===== src/rtl/alu_operand_issue_if.sv =====
// rtl/alu_operand_issue_if.sv - Handshake bundle between register-file read, operand issue and the adder
interface alu_operand_issue_if #(
  parameter int W     = 16,
  parameter int TAG_W = 4
);
  logic             in_valid;
  logic             in_ready;
  logic [2:0]       in_op;
  logic [W-1:0]     in_rs;
  logic [W-1:0]     in_rt;
  logic [TAG_W-1:0] in_tag;
  logic             out_valid;
  logic             out_ready;
  logic [W-1:0]     out_a;
  logic [W-1:0]     out_b;
  logic             out_cin;
  logic             out_wr;
  logic [TAG_W-1:0] out_tag;

  modport master (
    output in_valid, in_op, in_rs, in_rt, in_tag, out_ready,
    input  in_ready, out_valid, out_a, out_b, out_cin, out_wr, out_tag
  );

  modport slave (
    input  in_valid, in_op, in_rs, in_rt, in_tag, out_ready,
    output in_ready, out_valid, out_a, out_b, out_cin, out_wr, out_tag
  );
endinterface


===== src/rtl/alu_operand_issue.sv =====
// rtl/alu_operand_issue.sv - Maps ALU opcodes onto registered adder a/b/cin with back-pressure buffering
// Defining ALU_ISSUE_SKID_EN adds a two-entry skid buffer with a registered in_ready.
module alu_operand_issue #(
  parameter int W     = 16,
  parameter int TAG_W = 4
) (
  input  logic               clk,
  input  logic               rst_n,
  alu_operand_issue_if.slave bus,
  output logic [7:0]         illegal_cnt
);
  localparam int EW = 2 * W + 2 + TAG_W;  // packed entry {a, b, cin, wr, tag}

  typedef enum logic [1:0] {EMPTY, ONE, TWO} state_t;

  state_t        state_q, state_d;
  logic [EW-1:0] out_q, out_d;
  logic [EW-1:0] map_e;
  logic [7:0]    illegal_q, illegal_d;
  logic          accept;
  logic          drain;

  always_comb begin : opcode_map
    logic [W-1:0] a;
    logic [W-1:0] b;
    logic         cin;
    logic         wr;
    a   = bus.in_rs;
    b   = '0;
    cin = 1'b0;
    wr  = 1'b1;
    case (bus.in_op)
      3'b000: b = bus.in_rt;
      3'b001: begin b = ~bus.in_rt; cin = 1'b1; end
      3'b010: cin = 1'b1;
      3'b011: b = '1;
      3'b100: begin a = '0; b = ~bus.in_rs; cin = 1'b1; end
      3'b101: b = '0;
      3'b110: begin b = ~bus.in_rt; cin = 1'b1; wr = 1'b0; end
      default: begin b = bus.in_rt; wr = 1'b0; end
    endcase
    map_e = {a, b, cin, wr, bus.in_tag};
  end

  assign accept        = bus.in_valid && bus.in_ready;
  assign drain         = bus.out_valid && bus.out_ready;
  assign bus.out_valid = (state_q != EMPTY);
  assign {bus.out_a, bus.out_b, bus.out_cin, bus.out_wr, bus.out_tag} = out_q;

`ifdef ALU_ISSUE_SKID_EN
  logic [EW-1:0] skid_q, skid_d;
  logic          in_ready_q;

  assign bus.in_ready = in_ready_q;

  always_comb begin
    state_d = state_q;
    out_d   = out_q;
    skid_d  = skid_q;
    case (state_q)
      EMPTY: if (accept) begin state_d = ONE; out_d = map_e; end
      ONE: begin
        if (accept && drain) begin
          out_d = map_e;
        end else if (accept) begin
          state_d = TWO;
          skid_d  = map_e;
        end else if (drain) begin
          state_d = EMPTY;
        end
      end
      TWO: if (drain) begin state_d = ONE; out_d = skid_q; end
      default: state_d = EMPTY;
    endcase
  end

  // in_ready looks one state ahead so it is a flop, not a path from out_ready
  always_ff @(posedge clk or negedge rst_n) begin
    if (!rst_n) begin
      skid_q     <= '0;
      in_ready_q <= 1'b1;
    end else begin
      skid_q     <= skid_d;
      in_ready_q <= (state_d != TWO);
    end
  end
`else
  assign bus.in_ready = !bus.out_valid || bus.out_ready;

  always_comb begin
    state_d = state_q;
    out_d   = out_q;
    if (accept) begin
      state_d = ONE;
      out_d   = map_e;
    end else if (drain) begin
      state_d = EMPTY;
    end
  end
`endif

  always_comb begin
    illegal_d = illegal_q;
    if (accept && (bus.in_op == 3'b111) && (illegal_q != 8'hFF)) begin
      illegal_d = illegal_q + 8'd1;
    end
  end

  always_ff @(posedge clk or negedge rst_n) begin
    if (!rst_n) begin
      state_q   <= EMPTY;
      out_q     <= '0;
      illegal_q <= '0;
    end else begin
      state_q   <= state_d;
      out_q     <= out_d;
      illegal_q <= illegal_d;
    end
  end

  assign illegal_cnt = illegal_q;
endmodule


===== src/flat_wrapper.sv =====
// flat-port wrapper written by rule: the top's interface ports become plain ports
module alu_operand_issue_flat 
#(
  parameter int W     = 16,
  parameter int TAG_W = 4
)
  (clk, rst_n, illegal_cnt, bus_in_valid, bus_in_op, bus_in_rs, bus_in_rt, bus_in_tag, bus_out_ready, bus_in_ready, bus_out_valid, bus_out_a, bus_out_b, bus_out_cin, bus_out_wr, bus_out_tag);
  alu_operand_issue_if #(.W(W), .TAG_W(TAG_W)) bus_i ();
  input  logic clk;
  input  logic rst_n;
  output logic [7:0] illegal_cnt;
  input wire logic [$bits(bus_i.in_valid)-1:0] bus_in_valid;
  input wire logic [$bits(bus_i.in_op)-1:0] bus_in_op;
  input wire logic [$bits(bus_i.in_rs)-1:0] bus_in_rs;
  input wire logic [$bits(bus_i.in_rt)-1:0] bus_in_rt;
  input wire logic [$bits(bus_i.in_tag)-1:0] bus_in_tag;
  input wire logic [$bits(bus_i.out_ready)-1:0] bus_out_ready;
  output wire logic [$bits(bus_i.in_ready)-1:0] bus_in_ready;
  output wire logic [$bits(bus_i.out_valid)-1:0] bus_out_valid;
  output wire logic [$bits(bus_i.out_a)-1:0] bus_out_a;
  output wire logic [$bits(bus_i.out_b)-1:0] bus_out_b;
  output wire logic [$bits(bus_i.out_cin)-1:0] bus_out_cin;
  output wire logic [$bits(bus_i.out_wr)-1:0] bus_out_wr;
  output wire logic [$bits(bus_i.out_tag)-1:0] bus_out_tag;
  assign bus_i.in_valid = bus_in_valid;
  assign bus_i.in_op = bus_in_op;
  assign bus_i.in_rs = bus_in_rs;
  assign bus_i.in_rt = bus_in_rt;
  assign bus_i.in_tag = bus_in_tag;
  assign bus_i.out_ready = bus_out_ready;
  assign bus_in_ready = bus_i.in_ready;
  assign bus_out_valid = bus_i.out_valid;
  assign bus_out_a = bus_i.out_a;
  assign bus_out_b = bus_i.out_b;
  assign bus_out_cin = bus_i.out_cin;
  assign bus_out_wr = bus_i.out_wr;
  assign bus_out_tag = bus_i.out_tag;
  alu_operand_issue #(.W(W), .TAG_W(TAG_W)) u_core (.clk(clk), .rst_n(rst_n), .bus(bus_i), .illegal_cnt(illegal_cnt));
endmodule

===== config.mk =====
export PLATFORM = sky130hd
export DESIGN_NAME = alu_operand_issue_flat
export DESIGN_NICKNAME = d
export VERILOG_FILES = /design/src/rtl/alu_operand_issue_if.sv /design/src/rtl/alu_operand_issue.sv /design/src/flat_wrapper.sv
export SDC_FILE = /design/constraint.sdc
export NUM_CORES = 1
export LEC_CHECK = 0
export CORE_UTILIZATION = 30
export CTS_BUF_LIST = sky130_fd_sc_hd__clkbuf_8
export CTS_CLUSTER_SIZE = 10
export DETAILED_ROUTE_END_ITERATION = 8
export SETUP_SLACK_MARGIN = 0.4
export SYNTH_ARGS = -nofsm -noshare
export SYNTH_HDL_FRONTEND = slang
export SYNTH_SLANG_ARGS = --single-unit

===== constraint.sdc =====
create_clock -name clk -period 1.7 [get_ports clk]
set_clock_uncertainty 0.2 [all_clocks]
set_input_delay 0.255 -clock clk [delete_from_list [all_inputs] [get_ports clk]]
set_output_delay 0.255 -clock clk [all_outputs]
set_load 0.03 [all_outputs]

==> impl_summary.md <==
Status
The flow ran to the end, and the final reports show no timing, DRC or antenna violations.

Floorplanning
For this configuration, the core starts out at a cell density of roughly 31%. The number of placement rows is 32. The core region is 7770 um^2. The total die area is 8410 um^2. From bottom edge to top edge, the die measures 91.7 um. 91 I/O pins were placed. The width of the chip is 91.7 um.

CTS
The total CTS buffers is 5. The maximum number of buffers from clock root to sink is 2. The sink count of the clock tree is 47. The clock-pin slew on the worst setup and hold paths is 0.09 ns.

The clock tree synthesis step divided the H-tree into 2 levels. TritonCTS built the clock tree. The clock reaches the later pin of the worst-skew pair after 0.30 ns.

The tree is rooted in a clkbuf_8.

Route
The routed length per placed instance is 15.2 um. Wires add up to approximately 8000 um. After detailed routing, the number of vias per cell comes to 4.97.

Detailed routing inserted a total of 2561 vias. The residual antenna-violating net count after detailed routing is 0. The first-iteration detailed-routing DRC count is 119. In the routed design, unresolved DRC markers number 0. The number of iterations in the first detailed-routing pass is 4.

Critical path
Measured in cells, the most critical reg-to-reg path has a length of 4. The largest driver fanout on the critical path is 4. The worst reg2reg path startpoint is u_core.state_q[0]$_DFFE_PN0P_. STA classifies the critical path endpoint as a flip-flop. The slack of the worst reg-to-reg path is 0.07 ns. The endpoint identified for the worst register-to-register timing path is u_core.illegal_cnt[1]$_DFFE_PN0P_. The largest single stage delay on the critical path is between 0.4 and 0.5 ns. The category of the critical setup timing path is reg -> reg. The startpoint class of the critical path is a flip-flop. The worst endpoint data arrival time is 1.62 ns. The data required time of the critical path is 1.69 ns. For this design, the slowest cell found on the critical path is dfrtp_2. Traced cell by cell, the critical path runs through nand2b_4, nand4_1, a31oi_4, mux2_4.

Place
After legalization and detailed placement, the total HPWL measured 5390 um. In this run the tool buffered the top-level ports with 90 buffer cells. The routability congestion estimate is 0.773.

Synth
The most instantiated library cell after synthesis is nand2_1. The number of nets handed over by synthesis was 317. The share of synthesized registers carrying an async set or reset is between 90% and 100%.

The mapped netlist covers about 2400 um^2. After synthesis, the cell types taking the most area are dfrtp_1, nand2_1, nor2_1. The fraction of post-synthesis cell area in the top cell type by area is between 40% and 50%. The fraction of the yosys area taken by sequential cells is 48.7%. After synthesis, the mean cell area works out to 8.98 um^2.

The number of enable flip-flop cells after synthesis is 0. The leading register cell type out of synthesis is dfrtp_1. The Yosys step of the flow raised 0 warnings. The synthesized netlist contains 33 unique library cells. In this run, synthesis produced a sequential element count of 47.

The post-synthesis instance total is 269. The commonest cells after synthesis are nand2_1, dfrtp_1, nor2_1. Summed over all instances, the cell type with the most area after synthesis is dfrtp_1.

GRT
The remaining global-route overflow is 0. The largest net degree at the start of global routing is 48. The number of global-route vias before repair came to 2451. Global routing used 18.3% of the available tracks across all layers. The initial antenna violation count is 0. The first-pass GRT wire length is 12100 um.

Cells and area
The number of diodes added for antenna fixing is 0. For this run, the post-layout net count is 460. Counting the fill cells in the layout gives 707. The area overhead of the layout relative to synthesis is 80.4%. Cells with a size suffix above 1 make up 40.7% of the layout.

STA
The transition time at the pin with the least slew margin is 0.303 ns. The worst path in the final design needs a cycle of 1.63 ns, including I/O delays and setup. Setup repair after global routing could not meet its margin everywhere. The number of failing setup endpoints in the final timing report is 0.

The number of max-slew violations in the final report is 0. Dividing the final minimum period by the clock period gives a little over nine tenths. The number of failing hold endpoints at the final stage is 0. The worst slew margin relative to its limit is between 70 and 80%. For this run, the top clock speed supported by timing is ~0.62 GHz. After routing, the total negative slack on setup checks comes to 0 ns.

Power and ir drop
The reported leakage power is 1.97 nW. The total power per unit cell area is 889 nW/um^2. The total power is 3.88 mW.

IR analysis of the VDD net gives a maximum drop of 0.665 mV.

Run
The number of max-cap violations is 0.

Hold path
The class of the tightest hold or removal check is in -> async.
-- timing repair --
item / CTS / global route
pin swaps: 12 / 9
endpoints found under the hold margin: 47 / 0
setup endpoints to repair: 94 / 94
gates resized for setup: 351 / 26
hold buffers: 1 / 0
gates cloned: 1 / 1
setup buffers: 19 / 13
-- flip-flops by register name (all words and copies together), names as in the netlist --
register            flops
u_core.out_q           38
u_core.illegal_cnt      8
u_core.state_q          1
-- worst max-delay path: cells and delay by family (launching register included) --
family           cells  cell delay [ns]
multiplexers         1             0.31
AO/OA/AOI/OAI        1             0.25
flip-flops           1             0.43
AND/OR/NAND/NOR      2             0.33
-- layout by cell type (no fill, tap or decap), drive strengths merged, types with 8 or more instances in the layout --
master / netlist / layout
o31ai: 16 / 16
o21ai: 18 / 18
nand2: 59 / 59
mux2: 9 / 9
buf: 8 / 111
o22ai: 16 / 16
inv: 6 / 8
clkdlybuf4s50: 0 / 36
dfrtp: 47 / 47
a211oi: 9 / 9
nor2: 35 / 35
-- worst max path at each step --
stage                                        startpoint                           endpoint  slack, ns  depth (start not counted)
after floorplan           u_core.state_q[0]$_DFFE_PN0P_  u_core.illegal_cnt[1]$_DFFE_PN0P_     -0.005                          4
after global placement                     bus_in_op[0]       u_core.out_q[15]$_DFFE_PN0P_      -0.52                          9
after detailed placement                   bus_in_op[0]       u_core.out_q[15]$_DFFE_PN0P_      -0.56                          9
after CTS                 u_core.state_q[0]$_DFFE_PN0P_  u_core.illegal_cnt[1]$_DFFE_PN0P_       0.07                          4
after global routing      u_core.state_q[0]$_DFFE_PN0P_  u_core.illegal_cnt[1]$_DFFE_PN0P_       0.03                          4
final                     u_core.state_q[0]$_DFFE_PN0P_  u_core.illegal_cnt[1]$_DFFE_PN0P_       0.07                          4
-- routing by layer --
| layer | up-vias | global-route usage (%) | wire [um] |
|---|---|---|---|
| li1 | 1235 | - | - |
| met2 | 87 | 30.7 | 3740 |
| met4 | 0 | 6.64 | 197 |
| met5 | - | 0 | 0 |
| met3 | 13 | 4.06 | 435 |
| met1 | 1226 | 23.2 | 3480 |
-- kinds of logic (layout without fill, tap and decap cells) --
| group | count (synthesis) | after routing | synth area share, % |
|---|---|---|---|
| muxes | 9 | 9 | 4.20 |
| buffers and inverters | 24 | 168 | 4.35 |
| adders and majority gates | 5 | 5 | 2.59 |
| xor gates and xnor gates | 2 | 2 | 0.726 |
| AOI/OAI and AO/OA | 74 | 74 | 21.0 |
| and+or+nand+nor | 108 | 108 | 18.4 |
| DFF | 47 | 47 | 48.7 |
-- area by class of cell --
cell class	count	area, um^2	area share [%]
tap	102	128	2.93
clock buffer	5	68.8	1.58
sequential	47	1190	27.2
multi-input combinational	198	1350	31.0
timing repair buffer	153	1570	36.0
inverter	7	41.3	0.948
clock inverter	3	12.5	0.287
-- power breakdown --
group | internal, mW | switching, mW
Sequential | 1.30 | 0.156
Clock | 0.278 | 0.380
Combinational | 0.891 | 0.867
Total | 2.47 | 1.40
-- through the flow --
step / setup WS [ns] / hold slack (ns) / area, um^2 / util, % / instances
3_3_place_gp: -0.524 / 0.0659 / 3750 / 48.2 / 472
4_1_cts: 0.0737 / 0.261 / 4140 / 53.4 / 501
2_1_floorplan: -0.00471 / -0.241 / 2540 / - / 269
6_report: 0.0749 / 0.264 / 4360 / 56.1 / 515
5_1_grt: 0.0261 / 0.290 / 4360 / 56.1 / 515
3_5_place_dp: -0.559 / 0.0629 / 3750 / 48.2 / 472
No activity file was read; power rests on OpenSTA's default activity.
